--- config.mk ---
export PLATFORM = sky130hd
export DESIGN_NAME = acc_ctrl
export DESIGN_NICKNAME = d
export VERILOG_FILES = /design/src/rtl/acc_ctrl.sv
export SDC_FILE = /design/constraint.sdc
export NUM_CORES = 1
export LEC_CHECK = 0
export ABC_AREA = 1
export CORE_UTILIZATION = 55
export DETAILED_ROUTE_END_ITERATION = 8
export GPL_TIMING_DRIVEN = 0
export PLACE_DENSITY = 0.79
export SLEW_MARGIN = 20
export SYNTH_ARGS = -nofsm -noshare
export SYNTH_HDL_FRONTEND = slang
export SYNTH_SLANG_ARGS = --single-unit
export TNS_END_PERCENT = 10
--- constraint.sdc ---
create_clock -name clk -period 5.16 [get_ports clk]
set_input_delay 1.032 -clock clk [delete_from_list [all_inputs] [get_ports clk]]
set_output_delay 1.032 -clock clk [all_outputs]
set_load 0.02 [all_outputs]
--- src/rtl/acc_ctrl.sv ---
// rtl/acc_ctrl.sv - accumulator bank sequencer: fill, accumulate, drain, flag output stream
// Optional feature macro: ACC_CTRL_PERF_EN adds the perf_cycles busy-cycle counter port.
module acc_ctrl #(
  parameter int DEPTH      = 8,
  parameter int ARRAY_M    = 8,
  parameter int PASS_WIDTH = 8,
  parameter int FILL_LAT   = 8,
  parameter int DRAIN_LAT  = 1,
  localparam int CNW       = $clog2(ARRAY_M) + 1
) (
  input  logic                  clk,
  input  logic                  reset,
  input  logic                  cmd_valid,
  output logic                  cmd_ready,
  input  logic [CNW-1:0]        cmd_num_cols,
  input  logic [PASS_WIDTH-1:0] cmd_num_passes,
  output logic                  acc_on,
  output logic [CNW-1:0]        acc_num_cols,
  output logic                  acc_drain,
  output logic                  out_valid,
  output logic                  out_last,
  output logic                  busy,
  output logic                  done
`ifdef ACC_CTRL_PERF_EN
  ,output logic [31:0]          perf_cycles
`endif
);

  // One down-counter serves every timed phase, so it must hold the longest of them.
  localparam int ON_MAX  = ((1 << PASS_WIDTH) - 1) * DEPTH + ARRAY_M - 1;
  localparam int MAX_A   = (ON_MAX > DEPTH) ? ON_MAX : DEPTH;
  localparam int MAX_B   = (MAX_A > FILL_LAT) ? MAX_A : FILL_LAT;
  localparam int CNT_MAX = (MAX_B > DRAIN_LAT) ? MAX_B : DRAIN_LAT;
  localparam int CW      = $clog2(CNT_MAX + 1);

  typedef enum logic [2:0] {
    S_IDLE,
    S_FILL,
    S_ACCUM,
    S_GAP,
    S_DRAIN,
    S_FLUSH,
    S_DONE
  } state_t;

  state_t                state_q;
  logic [CW-1:0]         cnt_q;
  logic [PASS_WIDTH-1:0] passes_q;
  logic [CNW-1:0]        num_cols_q;
  logic                  cmd_ready_q;
  logic                  acc_on_q;
  logic                  acc_drain_q;
  logic                  drain_last_q;
  logic                  busy_q;
  logic                  done_q;

  logic [CNW-1:0]        c_clamp;
  logic [PASS_WIDTH-1:0] p_clamp;
  logic                  handshake;

  // on-cycle count minus one: P*DEPTH + C - 2, never negative since C,P >= 1
  function automatic logic [CW-1:0] on_len_m1(input logic [CNW-1:0] c,
                                              input logic [PASS_WIDTH-1:0] p);
    return CW'(p) * CW'(DEPTH) + CW'(c) - CW'(2);
  endfunction

  // Clamp the incoming command fields into their legal ranges.
  always_comb begin
    c_clamp = cmd_num_cols;
    if (cmd_num_cols == '0) begin
      c_clamp = CNW'(1);
    end else if (cmd_num_cols > CNW'(ARRAY_M)) begin
      c_clamp = CNW'(ARRAY_M);
    end
    p_clamp = cmd_num_passes;
    if (cmd_num_passes == '0) begin
      p_clamp = PASS_WIDTH'(1);
    end
  end

  assign handshake = cmd_valid && cmd_ready_q && (state_q == S_IDLE);

  // Main sequencer: state, phase counter and all registered control outputs.
  always_ff @(posedge clk) begin
    if (reset) begin
      state_q      <= S_IDLE;
      cnt_q        <= '0;
      passes_q     <= '0;
      num_cols_q   <= '0;
      cmd_ready_q  <= 1'b0;
      acc_on_q     <= 1'b0;
      acc_drain_q  <= 1'b0;
      drain_last_q <= 1'b0;
      busy_q       <= 1'b0;
      done_q       <= 1'b0;
    end else begin
      case (state_q)
        S_IDLE: begin
          if (handshake) begin
            passes_q    <= p_clamp;
            num_cols_q  <= c_clamp;
            cmd_ready_q <= 1'b0;
            busy_q      <= 1'b1;
            if (FILL_LAT > 0) begin
              state_q <= S_FILL;
              cnt_q   <= CW'(FILL_LAT - 1);
            end else begin
              state_q  <= S_ACCUM;
              acc_on_q <= 1'b1;
              cnt_q    <= on_len_m1(c_clamp, p_clamp);
            end
          end else begin
            cmd_ready_q <= 1'b1;
          end
        end
        S_FILL: begin
          if (cnt_q == '0) begin
            state_q  <= S_ACCUM;
            acc_on_q <= 1'b1;
            cnt_q    <= on_len_m1(num_cols_q, passes_q);
          end else begin
            cnt_q <= cnt_q - CW'(1);
          end
        end
        S_ACCUM: begin
          if (cnt_q == '0) begin
            state_q  <= S_GAP;
            acc_on_q <= 1'b0;
          end else begin
            cnt_q <= cnt_q - CW'(1);
          end
        end
        S_GAP: begin
          state_q      <= S_DRAIN;
          acc_drain_q  <= 1'b1;
          drain_last_q <= (DEPTH == 1);
          cnt_q        <= CW'(DEPTH - 1);
        end
        S_DRAIN: begin
          if (cnt_q == '0) begin
            acc_drain_q  <= 1'b0;
            drain_last_q <= 1'b0;
            if (DRAIN_LAT > 0) begin
              state_q <= S_FLUSH;
              cnt_q   <= CW'(DRAIN_LAT - 1);
            end else begin
              state_q <= S_DONE;
              done_q  <= 1'b1;
            end
          end else begin
            cnt_q        <= cnt_q - CW'(1);
            drain_last_q <= (cnt_q == CW'(1));
          end
        end
        S_FLUSH: begin
          if (cnt_q == '0) begin
            state_q <= S_DONE;
            done_q  <= 1'b1;
          end else begin
            cnt_q <= cnt_q - CW'(1);
          end
        end
        S_DONE: begin
          state_q     <= S_IDLE;
          done_q      <= 1'b0;
          busy_q      <= 1'b0;
          cmd_ready_q <= 1'b1;
        end
        default: begin
          state_q <= S_IDLE;
        end
      endcase
    end
  end

  assign cmd_ready    = cmd_ready_q;
  assign acc_on       = acc_on_q;
  assign acc_num_cols = num_cols_q;
  assign acc_drain    = acc_drain_q;
  assign busy         = busy_q;
  assign done         = done_q;

  // out_valid/out_last follow acc_drain by the accumulator read latency.
  generate
    if (DRAIN_LAT == 0) begin : g_no_delay
      assign out_valid = acc_drain_q;
      assign out_last  = drain_last_q;
    end else begin : g_delay
      logic [DRAIN_LAT-1:0] vld_sr_q;
      logic [DRAIN_LAT-1:0] lst_sr_q;

      // Shift line; cleared on reset so in-flight beats are dropped.
      always_ff @(posedge clk) begin
        if (reset) begin
          vld_sr_q <= '0;
          lst_sr_q <= '0;
        end else begin
          vld_sr_q[0] <= acc_drain_q;
          lst_sr_q[0] <= drain_last_q;
          for (int i = 1; i < DRAIN_LAT; i++) begin
            vld_sr_q[i] <= vld_sr_q[i-1];
            lst_sr_q[i] <= lst_sr_q[i-1];
          end
        end
      end

      assign out_valid = vld_sr_q[DRAIN_LAT-1];
      assign out_last  = lst_sr_q[DRAIN_LAT-1];
    end
  endgenerate

`ifdef ACC_CTRL_PERF_EN
  logic [31:0] perf_q;

  // Busy-cycle counter: cleared at handshake, saturating, held while idle.
  always_ff @(posedge clk) begin
    if (reset) begin
      perf_q <= '0;
    end else if (handshake) begin
      perf_q <= '0;
    end else if (busy_q && (perf_q != 32'hFFFF_FFFF)) begin
      perf_q <= perf_q + 32'd1;
    end
  end

  assign perf_cycles = perf_q;
`endif

endmodule

# --- Yosys cells after proc, flatten, opt, wreduce, memory -nomap -nowiden ---
# Index checks and enable logic that the tools add are counted.
word_totals:
  reg_bits: 34
  input_bits: 15
  out_inout_bits: 11
  wordCells: 73
op_classes:
  addsub: 3
  order_cmp: 1
  eq_ne: 13
  mux: 25
  n_reduce_logical: 19
ops:
  columns: ["cell", "count"]
  rows:
  - ["case mux 11 bit (5 select lines)", 1]
  - ["two-way mux 11 bit", 4]
  - ["case mux 3 bit (6 select lines)", 1]
  - ["two-way mux 3 bit", 5]
  - ["inequality test 2 bit (second input constant)", 6]
  - ["case mux 1 bit (2 select lines)", 6]
  - ["adder 11 x 4 -> 11 bit", 1]
  - ["equality test 11 x 1 -> 1 bit (second input constant)", 1]
  - ["logical NOT 11 bit", 1]
  - ["subtractor 11 x 1 -> 11 bit (second input constant)", 1]
  - ["subtractor 11 x 2 -> 11 bit (second input constant)", 1]
  - ["equality test 3 bit (second input constant)", 3]
  - ["logical NOT 8 bit", 1]
  - ["two-way mux 4 bit", 2]
  - ["two-way mux 8 bit", 1]
  - ["AND reduction 2 bit", 4]
  - ["nonzero test 2 bit", 4]
  - ["equality test 3 x 2 -> 1 bit (second input constant)", 2]
  - ["AND reduction 3 bit", 2]
  - ["two-way mux 1 bit", 5]
  - ["AND reduction 5 bit", 1]
  - ["nonzero test 5 bit", 1]
  - ["> comparator 4 bit (second input constant)", 1]
  - ["logical NOT 4 bit", 1]
  - ["other kinds (4)", 5]

# --- Longest topological paths before layout ---
# Gate-level depths: netlist of run 1.
depth:
  ltp_word: 4
  mapped_depth: 14
  depth_no_buf: 14

# --- Worst setup path after synthesis of run 1 ---
# OpenSTA, ideal clock, no wires.
synth_timing:
  path_kind: "reg2reg"
  from: "reg num_cols_q[3], in the netlist acc_num_cols[3]"
  to: "reg cnt_q[8]"
  setup_time_ps: 132
  arrival_ps: 1838
  t_required_ps: 5028
  slack_ps: 3189
  path_stages_with_launch: 15
  synth_period_minus_slack_ps: 1971
  cell_sequence: "dfxtp_1 > inv_1 > ha_1 > inv_1 > fa_1 > nand2_1 > nand3_1 > nand3_1 > nand2_1 > nand2_1 > nand3_1 > nand2_1 > nand2_1 > nand2_1 > a21oi_1"
synth_via:
  elab_chain_cells: 4
synth_lines:
  columns: ["element", "line", "text"]
  rows:
  - ["start, declared", "49", "logic [CNW-1:0] num_cols_q;"]
  - ["start signal, assigned", "101", "num_cols_q <= c_clamp;"]
  - ["adder 11 x 4 -> 11 bit", "64", "return CW'(p) * CW'(DEPTH) + CW'(c) - CW'(2);"]
  - ["subtractor 11 x 2 -> 11 bit", "64", null]
  - ["two-way mux 11 bit", "117", "if (cnt_q == '0) begin"]
  - ["case mux 11 bit (5 select lines)", "97", "case (state_q)"]
  - ["end signal, assigned", "106", "cnt_q <= CW'(FILL_LAT - 1);"]
  - ["end signal, assigned", "120", "cnt_q <= on_len_m1(num_cols_q, passes_q);"]
  - ["end signal, assigned", "122", "cnt_q <= cnt_q - CW'(1);"]
  - ["end, declared", "47", "logic [CW-1:0] cnt_q;"]
# No other way between the ends.
# A chain may end at the register's enable or synchronous reset.

# --- Final worst setup path of run 1 ---
layout_timing:
  from: "in reset"
  to: "reg g_delay.lst_sr_q, in the netlist out_last"
layout_rtl:
  columns: ["element", "line", "text"]
  rows:
  - ["start, declared", "12", "input logic reset,"]
  - ["end signal, assigned by index", "202", "lst_sr_q[i] <= lst_sr_q[i-1];"]
  - ["end, declared", "190", "logic [DRAIN_LAT-1:0] lst_sr_q;"]
# No word-level cell between the ends.

==> results of run 1 <==
## registers in the layout, summed over array words and instances (netlist names)
register and cells:
acc_drain 1, done 1, passes_q 8, out_last 1, acc_num_cols 4, drain_last_q 1
busy 1, cnt_q 11, out_valid 1, cmd_ready 1, state_q 3, acc_on 1
## stage by stage
| stage | cell area, sq um | utilization (%) | hold WS [ps] | total power [W] |
|---|---|---|---|---|
| finish | 2680 | 71.2 | 440 | 0.00155 |
| floorplan | 2230 | - | 404 | 0.00105 |
| global route | 2680 | 71.2 | 456 | 0.00169 |
| global placement | 2540 | 67.4 | 414 | 0.00123 |
| detailed placement | 2540 | 67.4 | 429 | 0.00124 |
| CTS | 2680 | 71.2 | 444 | 0.00156 |
## metal layers
metal | vias to the layer above | wire [um] | global-route usage (%)
met5 | - | 0 | 0
met4 | 0 | 86 | 9.24
met3 | 10 | 169 | 5.21
met2 | 43 | 2290 | 40.8
met1 | 955 | 2470 | 34.7
li1 | 1119 | - | -
## power groups by stage
stage	registers, W	logic [W]	clock network (W)
5_1_grt	0.000385	0.000984	0.000324
2_1_floorplan	0.000387	0.000664	0
4_1_cts	0.000376	0.000872	0.000311
3_3_place_gp	0.000381	0.000847	0
3_5_place_dp	0.000381	0.000860	0
6_report	0.000377	0.000870	0.000308
## synth_stat cells, types with 2 or more instances
library cell  count
o32ai_2           2
xor2_1            8
nand2_2           4
o21ai_1           8
nand3_1          25
o21ai_0           7
inv_2             9
o21bai_1          2
nand4_1           5
nor2_1           27
ha_1             12
clkbuf_1          2
nor2_4            5
o22ai_1           4
nand2_1          83
a21oi_1          22
inv_4             2
nor3_1            3
nor2_2            3
inv_1            49
dfxtp_1          34
## logic make-up after synthesis
logic type               Yosys count
adder cells (fa/ha/maj)           13
buffers and inverters             63
AND/OR/NAND/NOR                  162
flip-flops                        34
AO/OA/AOI/OAI                     49
XOR/XNOR                           9
## cell type report
class / count / area (sq um)
clock inverters: 2 / 60.1
well taps: 48 / 60.1
flip-flops and latches: 34 / 681
multi-input cells: 233 / 1310
clock buffers: 6 / 82.6
plain buffers: 3 / 12.5
fillers: 329 / 1090
inverters: 60 / 230
repair buffers: 25 / 250
## worst register-to-register path: cells and delay by family, from the launching register on
kind	cells	cell delay, ps
AND/OR/NAND/NOR	9	700
buffers and inverters	1	110
adder cells (fa/ha/maj)	2	630
flip-flops	1	410
AO/OA/AOI/OAI	1	60
## path summary, 6_finish.rpt
kind                   start        end  cells past startpoint
max                    reset   out_last                      4
min                acc_drain  out_valid                      2
max reg2reg  acc_num_cols[2]   cnt_q[8]                     13
min reg2reg        acc_drain  out_valid                      2
==> run summary, run 1 <==
CP peak stage delay: 510 ps
Post-synth EDFFs: 0
Synth area leader: dfxtp_1
Synth Warn #: 0
Setup Buffers After CTS: 0
die width: 65.7 um
largest family of logic cells by synthesized area: simple AND/OR/NAND/NOR gates
htree depth: 2
kind of critical path: input port to flip-flop
Sequential Power Share: 24.2%
diodes inserted: 0
register bit total from synthesis: 34
RSZ-0062 raised after global routing: no
peak supply drop: 0.372 mV
xor and xnor area share after synthesis: 3.53%
share of cells above drive strength 1: 11.6%
Worst Path Max Fanout: 10
DRT antenna net count: 0
Slowest-stage cell, CP: clkdlybuf4s50_1
CP bufs+invs: 3
hold buffer count at cts: 0
most frequent cells in the layout: nand2_1 (83), inv_1 (49), dfxtp_1 (34)
pwr/cell area: 579 nW/um^2
Sw Ratio: 46.7%
gr usage total: 25.9%
CTS root buffer: clkbuf_8
Worst Tran Pin Value: 556 ps
Fin. Hold Viols: 0
first-pass GRT wire length: 8560 um
Layout Cells excl Fill: 411
final wirelength: 5010 um
Synth Cell Area: 2230 sq um
CP top delay family: buffers and inverters
combinational power share: 55.9%
Final nets: 390
ys flop type: dfxtp_1
vias per cell: 5.18
Post-Syn Instances: 330
net count after synthesis: 358
Remaining DRCs: 0
synthesis-to-layout area growth: 20.3%
# clock sinks: 34
CP startpoint kind: input port
CP endpoint kind: flip-flop
Core Area: 3770 sq um
post_cts resized: 0
DP HPWL: 3880 um
TritonCTS clock tree: yes
Layout Skew: 11.6 ps
share of the yosys chip area belonging to registers: 30.5%
leakage power: 1.27 nW
initial antenna violation count: 0
Post-synth ARST share: 0%
FP Rows: 22
Critical Path AT: 2570 ps
top cells by area, synth: dfxtp_1 (31%), nand2_1 (14%), inv_1 (8.2%)
Die Y: 65.7 um
violation count after the first detailed-routing iteration: 145
Boundary Pins: 26
critical path's most frequent cell: clkbuf_1
vias in the first global route: 2008
reg2reg setup slack: 3140 ps
Max Slew Vio Count: 0
Internal Power: 0.000828 W
status: complete, no violations
First-pass DRT Iterations: 4
grt ovf: 0
mux cell area share after synthesis: 0%
CTS clk-pin slew, worst paths: 80 ps
Buffers on Ports: 25
total negative slack: 0 ps
Clock Path Buffers: 2
CP Cell Sequence: clkdlybuf4s50_1 > clkbuf_1 > clkbuf_1 > nor2_1
Placed Instances: 403
syn avg cell area: 6.76 sq um
most common cell after layout, fill and taps aside: nand2_1
P_sw: 0.000726 W
Yosys top cell area share: 30.5%
FMAX: 0.416 GHz
Final setup viols: 0
crit path time final: 2400 ps
Hold WC Path Type: flip-flop to flip-flop
via count: 2127
GP Congestion: 0.897
CP required: 5330 ps
setup ws final: 2760 ps
Synth Area in Compound Gates: 13.2%
largest net degree at the start of global routing: 12
DIE AREA: 4320 sq um
Clock Power Share: 19.8%
wire per inst: 12.2 um
Initial Utilization: 59.2%
Max Cap Violations: 0
Adder-Cell Fraction of Synth Area: 7.63%
dpl ws: 2440 ps
Worst-Skew Late Latency: 290 ps
simple-gate area share of the yosys netlist: 34.3%
CTS Buf Count: 5
Final Cycle Share: 46.6%
Synth cell types: 35
slew margin rel.: 62.9%
Note: power is estimated with default switching activity, not from simulation.
==> run 2: changes to the inputs <==
- CORE_UTILIZATION: 55 -> 51
- PLACE_DENSITY: 0.79 -> 0.77
- clock period: 5.16 -> 2.1 ns (I/O delays scaled with it)
==> run 2 against run 1 <==
Compared with the run above: non-clock buffer count unchanged; cell count unchanged; sequential share of layout area up 0.47 points; die area up 7.6%; highest routed layer unchanged.
==> run summary, run 2 (synthesis gave the netlist of run 1 again) <==
vias per cell: 5.21 (was 5.18)
Layout Skew: 6.80 ps (was 11.6 ps)
Sequential Power Share: 26.1% (was 24.2%)
max FFs per register: 11 (unchanged)
Fin. Hold Viols: 0 (unchanged)
slew margin rel.: 61.4% (was 62.9%)
grt ovf: 0 (unchanged)
fin util: 64.6% (was 71.2%)
Initial Utilization: 54.6% (was 59.2%)
Buffers on Ports: 25 (unchanged)
kind of critical path: flip-flop to flip-flop (was input port to flip-flop)
Final nets: 390 (unchanged)
Worst Path Max Fanout: 3 (was 10)
hold buffer count at cts: 0 (unchanged)
Crit. Startpoint: acc_num_cols[3] (was reset)
combinational power share: 60.5% (was 55.9%)
crit path time final: 1940 ps
DP HPWL: 3860 um (was 3880 um)
largest net degree at the start of global routing: 11 (was 12)
FP Rows: 23 (was 22)
Sw Ratio: 49.7% (was 46.7%)
vias in the first global route: 1900 (was 2008)
CP bufs+invs: 2 (was 3)
Core Area: 4090 sq um (was 3770 sq um)
Top reg by flops: cnt_q (unchanged)
CP Cell Sequence: inv_1 > ha_1 > inv_1 > ha_1 > nand3_1 > nand3_1 > nand2_1 > nand2_1 > nand2_1 > nand3_1 > nand2_1 > nand2_1 > nand2_1 > a21oi_1 (was clkdlybuf4s50_1 > clkbuf_1 > clkbuf_1 > nor2_1)
Internal Power: 0.00179 W (was 0.000828 W)
gr usage total: 24.5% (was 25.9%)
Final setup viols: 0 (unchanged)
DIE AREA: 4640 sq um (was 4320 sq um)
Remaining DRCs: 0 (unchanged)
Hold WC Path Type: flip-flop to flip-flop (unchanged)
FMAX: 0.515 GHz
peak supply drop: 0.846 mV (was 0.372 mV)
WP depth: 14 (was 4)
CTS clk-pin slew, worst paths: 70 ps (was 80 ps)
pwr/cell area: 1350 nW/um^2 (was 579 nW/um^2)
final wirelength: 5060 um (was 5010 um)
Worst-Skew Late Latency: 280 ps (was 290 ps)
most frequent cells in the layout: nand2_1 (83), inv_1 (49), dfxtp_1 (33) (was nand2_1 (83), inv_1 (49), dfxtp_1 (34))
Boundary Pins: 26 (unchanged)
first-pass GRT wire length: 8430 um (was 8560 um)
Die Y: 68.1 um (was 65.7 um)
TritonCTS clock tree: yes (unchanged)
Slowest-stage cell, CP: dfxtp_1 (was clkdlybuf4s50_1)
P_sw: 0.00177 W (was 0.000726 W)
synthesis-to-layout area growth: 18.3% (was 20.3%)
First-pass DRT Iterations: 4 (unchanged)
Final Cycle Share: 92.5%
Worst R2R Path Depth: 14 (was 13)
CP required: 2250 ps (was 5330 ps)
CTS Buf Count: 5 (unchanged)
reg2reg setup slack: 160 ps (was 3140 ps)
status: complete, no violations (unchanged)
CP peak stage delay: 330 ps (was 510 ps)
Critical Path AT: 2090 ps (was 2570 ps)
CP startpoint kind: flip-flop (was input port)
DRT antenna net count: 0 (unchanged)
diodes inserted: 0 (unchanged)
via count: 2143 (was 2127)
overall power: 0.00356 W (was 0.00155 W)
die width: 68.1 um (was 65.7 um)
GP Congestion: 0.930 (was 0.897)
Max Cap Violations: 0 (unchanged)
CP top delay family: simple AND/OR/NAND/NOR gates (was buffers and inverters)
RSZ-0062 raised after global routing: no (unchanged)
share of cells above drive strength 1: 12.2% (was 11.6%)
reg-to-reg endpoint: cnt_q[9] (was cnt_q[8])
# clock sinks: 34 (unchanged)
violation count after the first detailed-routing iteration: 129 (was 145)
CP endpoint kind: flip-flop (unchanged)
Setup crit end: cnt_q[9] (was out_last)
most common cell after layout, fill and taps aside: nand2_1 (unchanged)
critical path's most frequent cell: nand2_1 (was clkbuf_1)
wire per inst: 12.3 um (was 12.2 um)
Max Slew Vio Count: 0 (unchanged)
RR Startpoint: acc_num_cols[3] (was acc_num_cols[2])
Clock Path Buffers: 2 (unchanged)
Clock Power Share: 13.4% (was 19.8%)
leakage power: 1.25 nW (was 1.27 nW)
Worst Tran Pin Value: 578 ps (was 556 ps)
htree depth: 2 (unchanged)
initial antenna violation count: 0 (unchanged)
filler instances: 370 (was 329)
CTS root buffer: clkbuf_8 (unchanged)
[run 2: timing repair]
| item | 4_1_cts | 5_1_grt |
|---|---|---|
| setup buffers | 0 | 0 |
| endpoints found under the setup margin | 0 | 3 |
| gates resized for setup | 0 | 4 |
[run 2: area by class of cell]
type	instances	area (sq um)	share of cell area (%)
sequential	34	682	25.8
clock buffer	6	82.6	3.13
timing repair buffer	25	250	9.48
tap	50	62.6	2.37
inverter	60	230	8.72
buffer	3	12.5	0.474
multi-input combinational	233	1320	50.0
[run 2: how the worst min path moves through the flow]
stage / slack [ps] / cells past startpoint / endpoint / from
finish: 430 / 2 / out_last / drain_last_q
global route: 450 / 2 / out_last / drain_last_q
floorplan: 400 / 2 / out_last / drain_last_q
global placement: 410 / 2 / out_last / drain_last_q
detailed placement: 420 / 2 / out_last / drain_last_q
CTS: 430 / 2 / out_last / drain_last_q
[run 2: through the flow]
| step | std cells | setup slack, ps | setup TNS [ps] | area (sq um) | hold WS (ps) |
|---|---|---|---|---|---|
| floorplan | 330 | 129 | 0 | 2230 | 404 |
| global route | 411 | 27.4 | 0 | 2640 | 454 |
| detailed placement | 405 | 1.92 | 0 | 2540 | 420 |
| CTS | 411 | 49.4 | 0 | 2630 | 429 |
| finish | 411 | 158 | 0 | 2640 | 429 |
| global placement | 405 | -8.82 | -11.9 | 2540 | 413 |
[run 2: power groups by stage]
stage	sequential (W)	clock, W	combinational, W
after detailed placement	0.000937	0	0.00210
after global placement	0.000934	0	0.00208
after global routing	0.000949	0.000512	0.00245
after floorplan	0.000950	0	0.00163
after CTS	0.000925	0.000487	0.00214
final	0.000929	0.000478	0.00215
[run 2: worst min-delay path, delay by kind of cell (launching register included)]
family,cells,cell delay [ps]
buffers and inverters,1,50
DFF,1,320
and+or+nand+nor,1,30
[run 2: layer usage]
layer | GRT usage (%) | up-vias | share of wire, %
li1 | - | 1115 | -
met1 | 31.2 | 966 | 47
met2 | 39.8 | 51 | 47
met3 | 4.50 | 11 | 3.9
met4 | 10.9 | 0 | 1.9
met5 | 0 | - | 0
